File: src/rtl/ultrasonic_array.sv
// Multi-channel ultrasonic ranging controller: round-robin trigger, echo width
// measurement in prescaled units, per-channel result with timeout flag.
//
// state       | meaning
// ------------+---------------------------------------------------------
// S_IDLE      | waiting for start, ch held at 0
// S_TRIG      | trig[ch] high for TRIG_CYCLES cycles
// S_WAIT_ECHO | waiting for synchronised echo rise, WAIT_UNITS unit limit
// S_MEASURE   | counting units while echo high, saturates at MAX_UNITS
// S_REPORT    | one-cycle result_valid, result registers just loaded
// S_HOLD      | GAP_CYCLES holdoff before next channel / scan restart
module ultrasonic_array #(
  parameter int NCH         = 4,
  parameter int N           = 16,
  parameter int CONSTANT    = 588,
  parameter int TRIG_CYCLES = 500,
  parameter int WAIT_UNITS  = 50,
  parameter int MAX_UNITS   = 400,
  parameter int GAP_CYCLES  = 1000,
  localparam int CW = (NCH > 1) ? $clog2(NCH) : 1
) (
  input  logic           clk,
  input  logic           rst_n,
  input  logic           start,
  input  logic           continuous,
  input  logic [NCH-1:0] echo,
  output logic [NCH-1:0] trig,
  output logic           busy,
  output logic           result_valid,
  output logic [CW-1:0]  result_ch,
  output logic [N-1:0]   result_value,
  output logic           result_timeout
);

  localparam int PW   = $clog2(CONSTANT);
  localparam int TMAX = (TRIG_CYCLES > GAP_CYCLES) ? TRIG_CYCLES : GAP_CYCLES;
  localparam int TW   = $clog2(TMAX + 1);
  localparam int WW   = $clog2(WAIT_UNITS + 1);

  typedef enum logic [2:0] {
    S_IDLE, S_TRIG, S_WAIT_ECHO, S_MEASURE, S_REPORT, S_HOLD
  } state_t;

  state_t         state, state_nx;
  logic [NCH-1:0] echo_m, echo_s;
  logic [CW-1:0]  ch, ch_nx;
  logic [PW-1:0]  pre;
  logic [TW-1:0]  tmr, tmr_nx;
  logic [WW-1:0]  wait_cnt, wait_cnt_nx;
  logic [N-1:0]   value, value_nx;
  logic           ld_res;
  logic [N-1:0]   res_value_nx;
  logic           res_timeout_nx;
  logic           tick;
  logic           echo_sel;

  assign tick     = (pre == PW'(CONSTANT - 1));
  assign echo_sel = echo_s[ch];

  always_ff @(posedge clk) begin
    if (!rst_n) begin
      echo_m <= '0;
      echo_s <= '0;
    end else begin
      echo_m <= echo;
      echo_s <= echo_m;
    end
  end

  always_ff @(posedge clk) begin
    if (!rst_n) begin
      state    <= S_IDLE;
      ch       <= '0;
      pre      <= '0;
      tmr      <= '0;
      wait_cnt <= '0;
      value    <= '0;
    end else begin
      state    <= state_nx;
      ch       <= ch_nx;
      tmr      <= tmr_nx;
      wait_cnt <= wait_cnt_nx;
      value    <= value_nx;
      // prescaler phase restarts on every state entry
      if (state_nx != state || tick) pre <= '0;
      else                            pre <= pre + 1'b1;
    end
  end

  always_ff @(posedge clk) begin
    if (!rst_n) begin
      result_ch      <= '0;
      result_value   <= '0;
      result_timeout <= 1'b0;
    end else if (ld_res) begin
      result_ch      <= ch;
      result_value   <= res_value_nx;
      result_timeout <= res_timeout_nx;
    end
  end

  always_comb begin
    state_nx       = state;
    ch_nx          = ch;
    tmr_nx         = tmr;
    wait_cnt_nx    = wait_cnt;
    value_nx       = value;
    ld_res         = 1'b0;
    res_value_nx   = '0;
    res_timeout_nx = 1'b0;
    case (state)
      S_IDLE: begin
        ch_nx = '0;
        if (start) begin
          state_nx = S_TRIG;
          tmr_nx   = TW'(TRIG_CYCLES - 1);
        end
      end
      S_TRIG: begin
        if (tmr == '0) begin
          state_nx    = S_WAIT_ECHO;
          wait_cnt_nx = '0;
        end else begin
          tmr_nx = tmr - 1'b1;
        end
      end
      S_WAIT_ECHO: begin
        if (echo_sel) begin
          state_nx = S_MEASURE;
          value_nx = '0;
        end else if (tick) begin
          if (wait_cnt == WW'(WAIT_UNITS - 1)) begin
            state_nx       = S_REPORT;
            ld_res         = 1'b1;
            res_timeout_nx = 1'b1;
          end else begin
            wait_cnt_nx = wait_cnt + 1'b1;
          end
        end
      end
      S_MEASURE: begin
        // saturation beats a simultaneous echo fall
        if (tick && value == N'(MAX_UNITS - 1)) begin
          state_nx       = S_REPORT;
          ld_res         = 1'b1;
          res_value_nx   = N'(MAX_UNITS);
          res_timeout_nx = 1'b1;
        end else if (!echo_sel) begin
          state_nx     = S_REPORT;
          ld_res       = 1'b1;
          res_value_nx = value + N'(tick);
        end else if (tick) begin
          value_nx = value + 1'b1;
        end
      end
      S_REPORT: begin
        state_nx = S_HOLD;
        tmr_nx   = TW'(GAP_CYCLES - 1);
      end
      S_HOLD: begin
        if (tmr == '0) begin
          if (ch != CW'(NCH - 1)) begin
            ch_nx    = ch + 1'b1;
            state_nx = S_TRIG;
            tmr_nx   = TW'(TRIG_CYCLES - 1);
          end else if (continuous) begin
            ch_nx    = '0;
            state_nx = S_TRIG;
            tmr_nx   = TW'(TRIG_CYCLES - 1);
          end else begin
            state_nx = S_IDLE;
          end
        end else begin
          tmr_nx = tmr - 1'b1;
        end
      end
      default: state_nx = S_IDLE;
    endcase
  end

  assign trig         = (state == S_TRIG) ? (NCH'(1) << ch) : '0;
  assign busy         = (state != S_IDLE);
  assign result_valid = (state == S_REPORT);

endmodule

File: config.mk
export PLATFORM = sky130hd
export DESIGN_NAME = ultrasonic_array
export DESIGN_NICKNAME = d
export VERILOG_FILES = /design/src/rtl/ultrasonic_array.sv
export SDC_FILE = /design/constraint.sdc
export NUM_CORES = 1
export LEC_CHECK = 0
export CAP_MARGIN = 20
export CORE_MARGIN = 1.5
export CORE_UTILIZATION = 25
export DETAILED_ROUTE_END_ITERATION = 10
export GPL_TIMING_DRIVEN = 0
export HOLD_SLACK_MARGIN = 0.1
export RECOVER_POWER = 25
export SKIP_CTS_REPAIR_TIMING = 1
export SYNTH_ARGS = -nofsm -noshare
export SYNTH_HDL_FRONTEND = slang
export SYNTH_SLANG_ARGS = --single-unit
File: constraint.sdc
create_clock -name clk -period 3.94 [get_ports clk]
set_clock_uncertainty 0.2 [all_clocks]
set_input_delay 0.985 -clock clk [delete_from_list [all_inputs] [get_ports clk]]
set_output_delay 0.985 -clock clk [all_outputs]
set_load 0.02 [all_outputs]
==> results of run 1 <==
==> worst max-delay path, delay by kind of cell (launching register included) <==
kind / cells / cell delay, ns
DFF: 1 / 0.30
buffers and inverters: 3 / 1.38
and+or+nand+nor: 1 / 0.21
==> routing by layer <==
layer | global-route usage [%] | wire length (um) | up-vias | part of all wire [%]
met4 | 3.44 | 121 | 0 | 1.2
li1 | - | - | 1724 | -
met3 | 3.55 | 418 | 16 | 4.2
met1 | 15.3 | 4450 | 1674 | 45
met2 | 22.9 | 4960 | 68 | 50
met5 | 0 | 0 | - | 0
==> logic make-up after synthesis <==
kind of cell | synth area share (%)
xor+xnor | 6.93
compound gates | 16.4
flops | 37.8
simple gates | 29.2
fa+ha+maj | 3.51
mux | 2.14
buf+inv | 4.09
==> stage by stage <==
stage / area [um2] / hold slack [ns] / cells / util (%) / power [mW]
4_1_cts: 4800 / 0.235 / 710 / 31.4 / 1.82
5_1_grt: 4770 / 0.253 / 710 / 31.2 / 1.88
3_3_place_gp: 4500 / 0.222 / 695 / 29.5 / 0.998
6_report: 4770 / 0.232 / 710 / 31.2 / 1.80
2_1_floorplan: 3920 / 0.212 / 452 / - / 0.948
3_5_place_dp: 4500 / 0.222 / 695 / 29.5 / 1.00
==> cells in the final DEF, fill, tap and decap left out, types with 3 or more instances in the layout <==
cell type	instances
sky130_fd_sc_hd__buf_2	5
sky130_fd_sc_hd__ha_1	11
sky130_fd_sc_hd__nor3b_1	4
sky130_fd_sc_hd__o2bb2ai_1	13
sky130_fd_sc_hd__or2_2	3
sky130_fd_sc_hd__o22ai_1	3
sky130_fd_sc_hd__clkdlybuf4s50_1	17
sky130_fd_sc_hd__clkbuf_16	9
sky130_fd_sc_hd__dlygate4sd3_1	15
sky130_fd_sc_hd__o21ai_0	11
sky130_fd_sc_hd__nor2_1	31
sky130_fd_sc_hd__or3_1	9
sky130_fd_sc_hd__a21oi_1	22
sky130_fd_sc_hd__and2_1	15
sky130_fd_sc_hd__mux2i_1	5
sky130_fd_sc_hd__o211ai_1	6
sky130_fd_sc_hd__a31oi_1	4
sky130_fd_sc_hd__nand2_1	38
sky130_fd_sc_hd__o41ai_1	3
sky130_fd_sc_hd__clkbuf_1	23
sky130_fd_sc_hd__nand4_1	12
sky130_fd_sc_hd__o31ai_1	3
sky130_fd_sc_hd__inv_1	11
sky130_fd_sc_hd__nand2b_1	10
sky130_fd_sc_hd__and3_1	5
sky130_fd_sc_hd__or4_1	10
sky130_fd_sc_hd__xor2_1	13
sky130_fd_sc_hd__dfxtp_1	74
sky130_fd_sc_hd__nor3_1	19
sky130_fd_sc_hd__xnor2_1	18
sky130_fd_sc_hd__and4_1	5
sky130_fd_sc_hd__nand3_1	19
sky130_fd_sc_hd__or4b_1	3
sky130_fd_sc_hd__nor4_1	6
==> final cells by class <==
class	count	area (um2)
clock buffers	10	239
clock inverters	5	55.1
inverters	11	41.3
flip-flops and latches	74	1480
well taps	211	264
fillers	1605	10500
repair buffers	32	320
multi-input cells	338	2250
plain buffers	29	119
==> worst paths after layout <==
path	start	to	slack, ns	cells past startpoint
worst max-delay path	state[2]$_SDFF_PN0_	result_valid	0.52	4
worst min-delay path	echo_m[2]$_SDFF_PN0_	echo_s[2]$_SDFF_PN0_	0.23	1
worst max register to register	pre[0]$_SDFF_PP0_	result_value[8]$_SDFFE_PN0P_	0.69	10
worst min register to register	echo_m[2]$_SDFF_PN0_	echo_s[2]$_SDFF_PN0_	0.23	1
==> power groups by stage <==
| stage | clock, mW | combinational, mW | sequential, mW |
|---|---|---|---|
| 2_1_floorplan | 0 | 0.147 | 0.802 |
| 3_3_place_gp | 0 | 0.194 | 0.805 |
| 3_5_place_dp | 0 | 0.198 | 0.806 |
| 4_1_cts | 0.834 | 0.199 | 0.790 |
| 5_1_grt | 0.869 | 0.216 | 0.792 |
| 6_report | 0.812 | 0.194 | 0.789 |
==> flip-flops by register name, indices dropped and copies added, names as in the netlist <==
name / flops
value: 16
state: 3
tmr: 10
echo_s: 4
ch: 2
pre: 10
wait_cnt: 6
result_timeout: 1
result_value: 16
result_ch: 2
echo_m: 4
==> flow_summary.rst, run 1 <==
.. list-table::
   :header-rows: 1

   * - Metric
     - Value
   * - Number of global-route vias before repair
     - 3473
   * - Number of distinct library cells after synthesis
     - 63
   * - Placement-stage worst setup slack
     - 0.760 ns
   * - Leading post-synthesis cells by cell area
     - sky130_fd_sc_hd__dfxtp_1 (38%), sky130_fd_sc_hd__xnor2_1 (4.0%), sky130_fd_sc_hd__nand2_1 (3.6%)
   * - Fraction of final layout cells sized beyond drive strength 1
     - 6.61%
   * - Remaining antenna violation count after routing
     - 0
   * - Startpoint kind of the worst setup timing path
     - flip-flop
   * - Worst Setup Slack, final
     - 0.518 ns
   * - Clk Tree Root Cell
     - sky130_fd_sc_hd__clkbuf_16
   * - Floorplan die height
     - 128 um
   * - Placeable core region
     - 0.0153 mm2
   * - Synth top cells by count
     - sky130_fd_sc_hd__dfxtp_1 (74), sky130_fd_sc_hd__nand2_1 (38), sky130_fd_sc_hd__nor2_1 (31), sky130_fd_sc_hd__clkbuf_1 (23), sky130_fd_sc_hd__a21oi_1 (22)
   * - Reported max-cap violation count
     - 0
   * - Power per standard cell area
     - 377 mW/mm2
   * - Psw
     - 0.446 mW
   * - Detail-routed via count per cell
     - 4.90
   * - Iteration-0 DRC count of the detailed router
     - 187
   * - DRC errors left
     - 0
   * - Number of sinks on the clock net
     - 74
   * - Synth async-reset ratio
     - 0%
   * - Max Fanout on Critical Path
     - 10
   * - Sequential cell area fraction in the yosys report
     - 37.8%
   * - Site row count
     - 45
   * - Detailed-route via count
     - 3482
   * - Relative max-transition margin
     - 46.4%
   * - Syn Nets
     - 471
   * - Relative contribution of combinational cells to total power
     - 10.8%
   * - Number of enable-type register cells in the synthesized netlist
     - 0
   * - Final-layout setup total negative slack
     - 0 ns
   * - TritonCTS buffer count
     - 9
   * - Result of the run
     - finished clean
   * - Worst IR drop on VDD
     - 0.165 mV
   * - Most frequently used flop master after synthesis
     - sky130_fd_sc_hd__dfxtp_1
   * - Gr ovfl total
     - 0
   * - Biggest cell delay along the critical path
     - 0.61 ns
   * - Maximum clock frequency
     - 0.292 GHz
   * - Die width
     - 128 um
   * - Number of H-tree levels
     - 3
   * - Switching power share of the total
     - 24.9%
   * - Starting density of the core
     - 25.7%
   * - Clock slew seen by the registers of the worst setup and hold paths
     - 0.06 ns
   * - Placer Congestion
     - 0.841
   * - Crit path max-delay cell type
     - sky130_fd_sc_hd__clkdlybuf4s50_1
   * - Worst Path Arrival
     - 2.24 ns
   * - Mapped Area
     - 0.00392 mm2
   * - Crit Path Category
     - reg2out
   * - Cell with the most instances on the worst path
     - sky130_fd_sc_hd__clkbuf_1
   * - Number of storage elements in the synthesis netlist
     - 74
   * - Final number of max-transition violations
     - 0
   * - Worst-case clock buffer depth
     - 2
   * - Pleak
     - 1.63 nW
   * - CP Cell Sequence
     - clkbuf_1 -> clkbuf_1 -> and2_1 -> clkdlybuf4s50_1
   * - Hold violation total from the final report
     - 0
   * - Power Internal
     - 1.35 mW
   * - Min-Delay Path Class
     - reg2reg
   * - Leading area contributor after synthesis
     - sky130_fd_sc_hd__dfxtp_1
   * - GRT Util Overall
     - 12.9%
   * - Fin crit share
     - 86.9%
   * - Final setup violating endpoints
     - 0
   * - Clock latency on the worst-skew pair
     - 0.34 ns
   * - Layout overhead on the synthesized area
     - 21.6%
   * - Ports
     - 33
   * - Category of the worst setup path capture point
     - output pin
   * - Leading cell type by number of instances after synthesis
     - sky130_fd_sc_hd__dfxtp_1
   * - Number of port buffers
     - 32
   * - Total inserted antenna cells
     - 0
   * - Pin count of the biggest net entering global routing
     - 13
   * - Minimum clock period after layout
     - 3.42 ns
   * - Avg Inst Size Synth
     - 8.67 um2
   * - Final Net Count
     - 514
   * - Overall die area
     - 0.0164 mm2
   * - Detailed-router iteration count before antenna repair
     - 4
   * - Average wire per standard cell
     - 14.0 um
   * - Part of the power in registers
     - 44.0%
   * - Worst slew pin tran
     - 0.798 ns
   * - Synthesized netlist cell count
     - 452
   * - Share of the synthesized area in the top cell type
     - 37.8%
   * - Initial antenna violation count
     - 0
   * - Post-DP HPWL
     - 7490 um
   * - First-pass GRT wire length
     - 17000 um
   * - Data required time of the critical path
     - 2.75 ns
   * - Share of total power in the clock network
     - 45.3%
   * - Yosys warning count
     - 0
   * - Wire length after detailed routing
     - 9950 um
   * - Setup repair after global routing missed its margin
     - false
   * - CTS tree
     - yes
Power figures use the tool's default switching activity.
==> run 2: changes to the inputs <==
SKIP_LAST_GASP = 1   (was unset)
==> results of run 2 <==
Final layout, timing and power as in run 1 (identical DEF).
==> run 3: changes to the inputs <==
CAP_MARGIN = 30   (was 20)
RECOVER_POWER = 50   (was 25)
SKIP_LAST_GASP = unset   (was 1)
==> run 3 against run 2 <==
- via count shrank 0.37%
- fmax barely moved
- critical path type unchanged
- first-iteration DRC count is 9.1% lower
- setup slack got worse by 0.00094 ns
- worst hold slack is essentially flat
- final cell count is the same
- routed wire length is 0.46% higher
- core utilization barely moved
- non-clock buffer count is the same
- largest power group unchanged
- largest cell class unchanged
==> flow_summary.rst, run 3 (same netlist as run 1, synthesis figures left out) <==
.. list-table::
   :header-rows: 1

   * - Metric
     - Value
   * - Most common cell after layout, fill and taps aside
     - sky130_fd_sc_hd__dfxtp_1
   * - GRT Util Overall
     - 12.9%
   * - RR Startpoint
     - pre[0]$_SDFF_PP0_
   * - Floorplan die height
     - 128 um
   * - Category of the worst setup path capture point
     - output pin
   * - Power per standard cell area
     - 377 mW/mm2
   * - Hold violation total from the final report
     - 0
   * - Placer Congestion
     - 0.841
   * - Gr ovfl total
     - 0
   * - Power Internal
     - 1.35 mW
   * - Starting density of the core
     - 25.7%
   * - Number of cells traversed by the worst hold path
     - 1
   * - Number of sinks on the clock net
     - 74
   * - Endpoint of the worst hold path
     - echo_s[2]$_SDFF_PN0_
   * - Final number of max-transition violations
     - 0
   * - Part of the power in registers
     - 43.9%
   * - Relative max-transition margin
     - 46.3%
   * - Reported max-cap violation count
     - 0
   * - First-pass GRT wire length
     - 17000 um
   * - Worst slew pin tran
     - 0.799 ns
   * - Worst IR drop on VDD
     - 0.165 mV
   * - Data required time of the critical path
     - 2.75 ns
   * - Startpoint kind of the worst setup timing path
     - flip-flop
   * - Final setup violating endpoints
     - 0
   * - Average wire per standard cell
     - 14.1 um
   * - Non-filler instance count after layout
     - 710
   * - Max Fanout on Critical Path
     - 10
   * - Setup repair after global routing missed its margin
     - false
   * - Hold_sp
     - echo_m[2]$_SDFF_PN0_
   * - Clock slew seen by the registers of the worst setup and hold paths
     - 0.06 ns
   * - Die width
     - 128 um
   * - Overall die area
     - 0.0164 mm2
   * - Detailed-router iteration count before antenna repair
     - 4
   * - Iteration-0 DRC count of the detailed router
     - 170
   * - Pin count of the biggest net entering global routing
     - 13
   * - Placeable core region
     - 0.0153 mm2
   * - Number of global-route vias before repair
     - 3473
   * - Final Net Count
     - 514
   * - Detailed-route via count
     - 3469
   * - Number of H-tree levels
     - 3
   * - Final-layout setup total negative slack
     - 0 ns
   * - Site row count
     - 45
   * - Number of placed instances, taps included
     - 695
   * - Ports
     - 33
   * - Number of port buffers
     - 32
   * - Result of the run
     - finished clean
   * - Psw
     - 0.449 mW
   * - DRC errors left
     - 0
   * - Relative contribution of combinational cells to total power
     - 10.7%
   * - Maximum clock frequency
     - 0.292 GHz
   * - Worst reg2reg setup slack
     - 0.68 ns
   * - Switching power share of the total
     - 25.0%
   * - CTS tree
     - yes
   * - Remaining antenna violation count after routing
     - 0
   * - Min-Delay Path Class
     - reg2reg
   * - Initial antenna violation count
     - 0
   * - Fraction of final layout cells sized beyond drive strength 1
     - 6.21%
   * - Detail-routed via count per cell
     - 4.89
   * - TritonCTS buffer count
     - 9
   * - Layout overhead on the synthesized area
     - 21.5%
   * - Post-DP HPWL
     - 7490 um
   * - Registers with the most flip-flops
     - result_value (16), value (16)
   * - Most frequent cells in the layout
     - sky130_fd_sc_hd__dfxtp_1 (74), sky130_fd_sc_hd__nand2_1 (38), sky130_fd_sc_hd__nor2_1 (31), sky130_fd_sc_hd__clkbuf_1 (25), sky130_fd_sc_hd__a21oi_1 (22)
   * - Fin crit share
     - 86.9%
   * - Wire length after detailed routing
     - 10000 um
   * - Share of total power in the clock network
     - 45.3%
   * - Minimum clock period after layout
     - 3.42 ns
   * - Reg2reg path depth
     - 10
   * - Total inserted antenna cells
     - 0
   * - Worst-case clock buffer depth
     - 2
   * - Clk Tree Root Cell
     - sky130_fd_sc_hd__clkbuf_16
   * - Worst Path Arrival
     - 2.24 ns
   * - Terminus of the critical flop-to-flop path
     - result_value[8]$_SDFFE_PN0P_
   * - Crit Path Category
     - reg2out
   * - Pleak
     - 1.64 nW
   * - Clock latency on the worst-skew pair
     - 0.34 ns
## run 3: critical path: stages, from the launching register on
cell	delay, ns
sky130_fd_sc_hd__dfxtp_1	0.30
sky130_fd_sc_hd__clkbuf_1	0.39
sky130_fd_sc_hd__clkbuf_1	0.37
sky130_fd_sc_hd__and2_1	0.21
sky130_fd_sc_hd__clkdlybuf4s50_1	0.61
## run 3: routing by layer
| layer | vias up | global-route usage [%] | wire length, um |
|---|---|---|---|
| met5 | - | 0 | 0 |
| met4 | 0 | 3.44 | 116 |
| met3 | 12 | 3.55 | 296 |
| met2 | 50 | 22.9 | 5000 |
| met1 | 1683 | 15.3 | 4590 |
| li1 | 1724 | - | - |
## run 3: final cells by class
type	instances	area (um2)
Fill cell	1604	10500
Multi-Input combinational cell	338	2250
Sequential cell	74	1480
Timing Repair Buffer	32	320
Tap cell	211	264
Clock buffer	10	239
Buffer	29	116
Clock inverter	5	55.1
Inverter	11	41.3
## run 3: worst max path at each step
stage	from	end	slack, ns	cells past startpoint
2_1_floorplan	pre[4]$_SDFF_PP0_	result_value[8]$_SDFFE_PN0P_	1.29	9
3_3_place_gp	pre[0]$_SDFF_PP0_	result_value[8]$_SDFFE_PN0P_	0.73	10
3_5_place_dp	pre[0]$_SDFF_PP0_	result_value[8]$_SDFFE_PN0P_	0.76	10
4_1_cts	state[2]$_SDFF_PN0_	result_valid	0.50	4
5_1_grt	state[2]$_SDFF_PN0_	result_valid	0.39	4
6_report	state[2]$_SDFF_PN0_	result_valid	0.52	4
## run 3: power by group through the flow
stage / combinational [mW] / clock [mW] / sequential [mW]
6_report: 0.193 / 0.814 / 0.789
5_1_grt: 0.215 / 0.869 / 0.792
4_1_cts: 0.199 / 0.834 / 0.790
3_5_place_dp: 0.198 / 0 / 0.806
3_3_place_gp: 0.194 / 0 / 0.805
2_1_floorplan: 0.147 / 0 / 0.802
## run 3: metrics by stage
step	power [mW]	util [%]	hold WS [ns]	setup WS [ns]	area [um2]
after floorplan	0.948	-	0.212	1.29	3920
after global placement	0.998	29.5	0.222	0.730	4500
after detailed placement	1.00	29.5	0.222	0.760	4500
after CTS	1.82	31.4	0.235	0.501	4800
after global routing	1.88	31.2	0.261	0.385	4760
final	1.80	31.2	0.232	0.517	4760
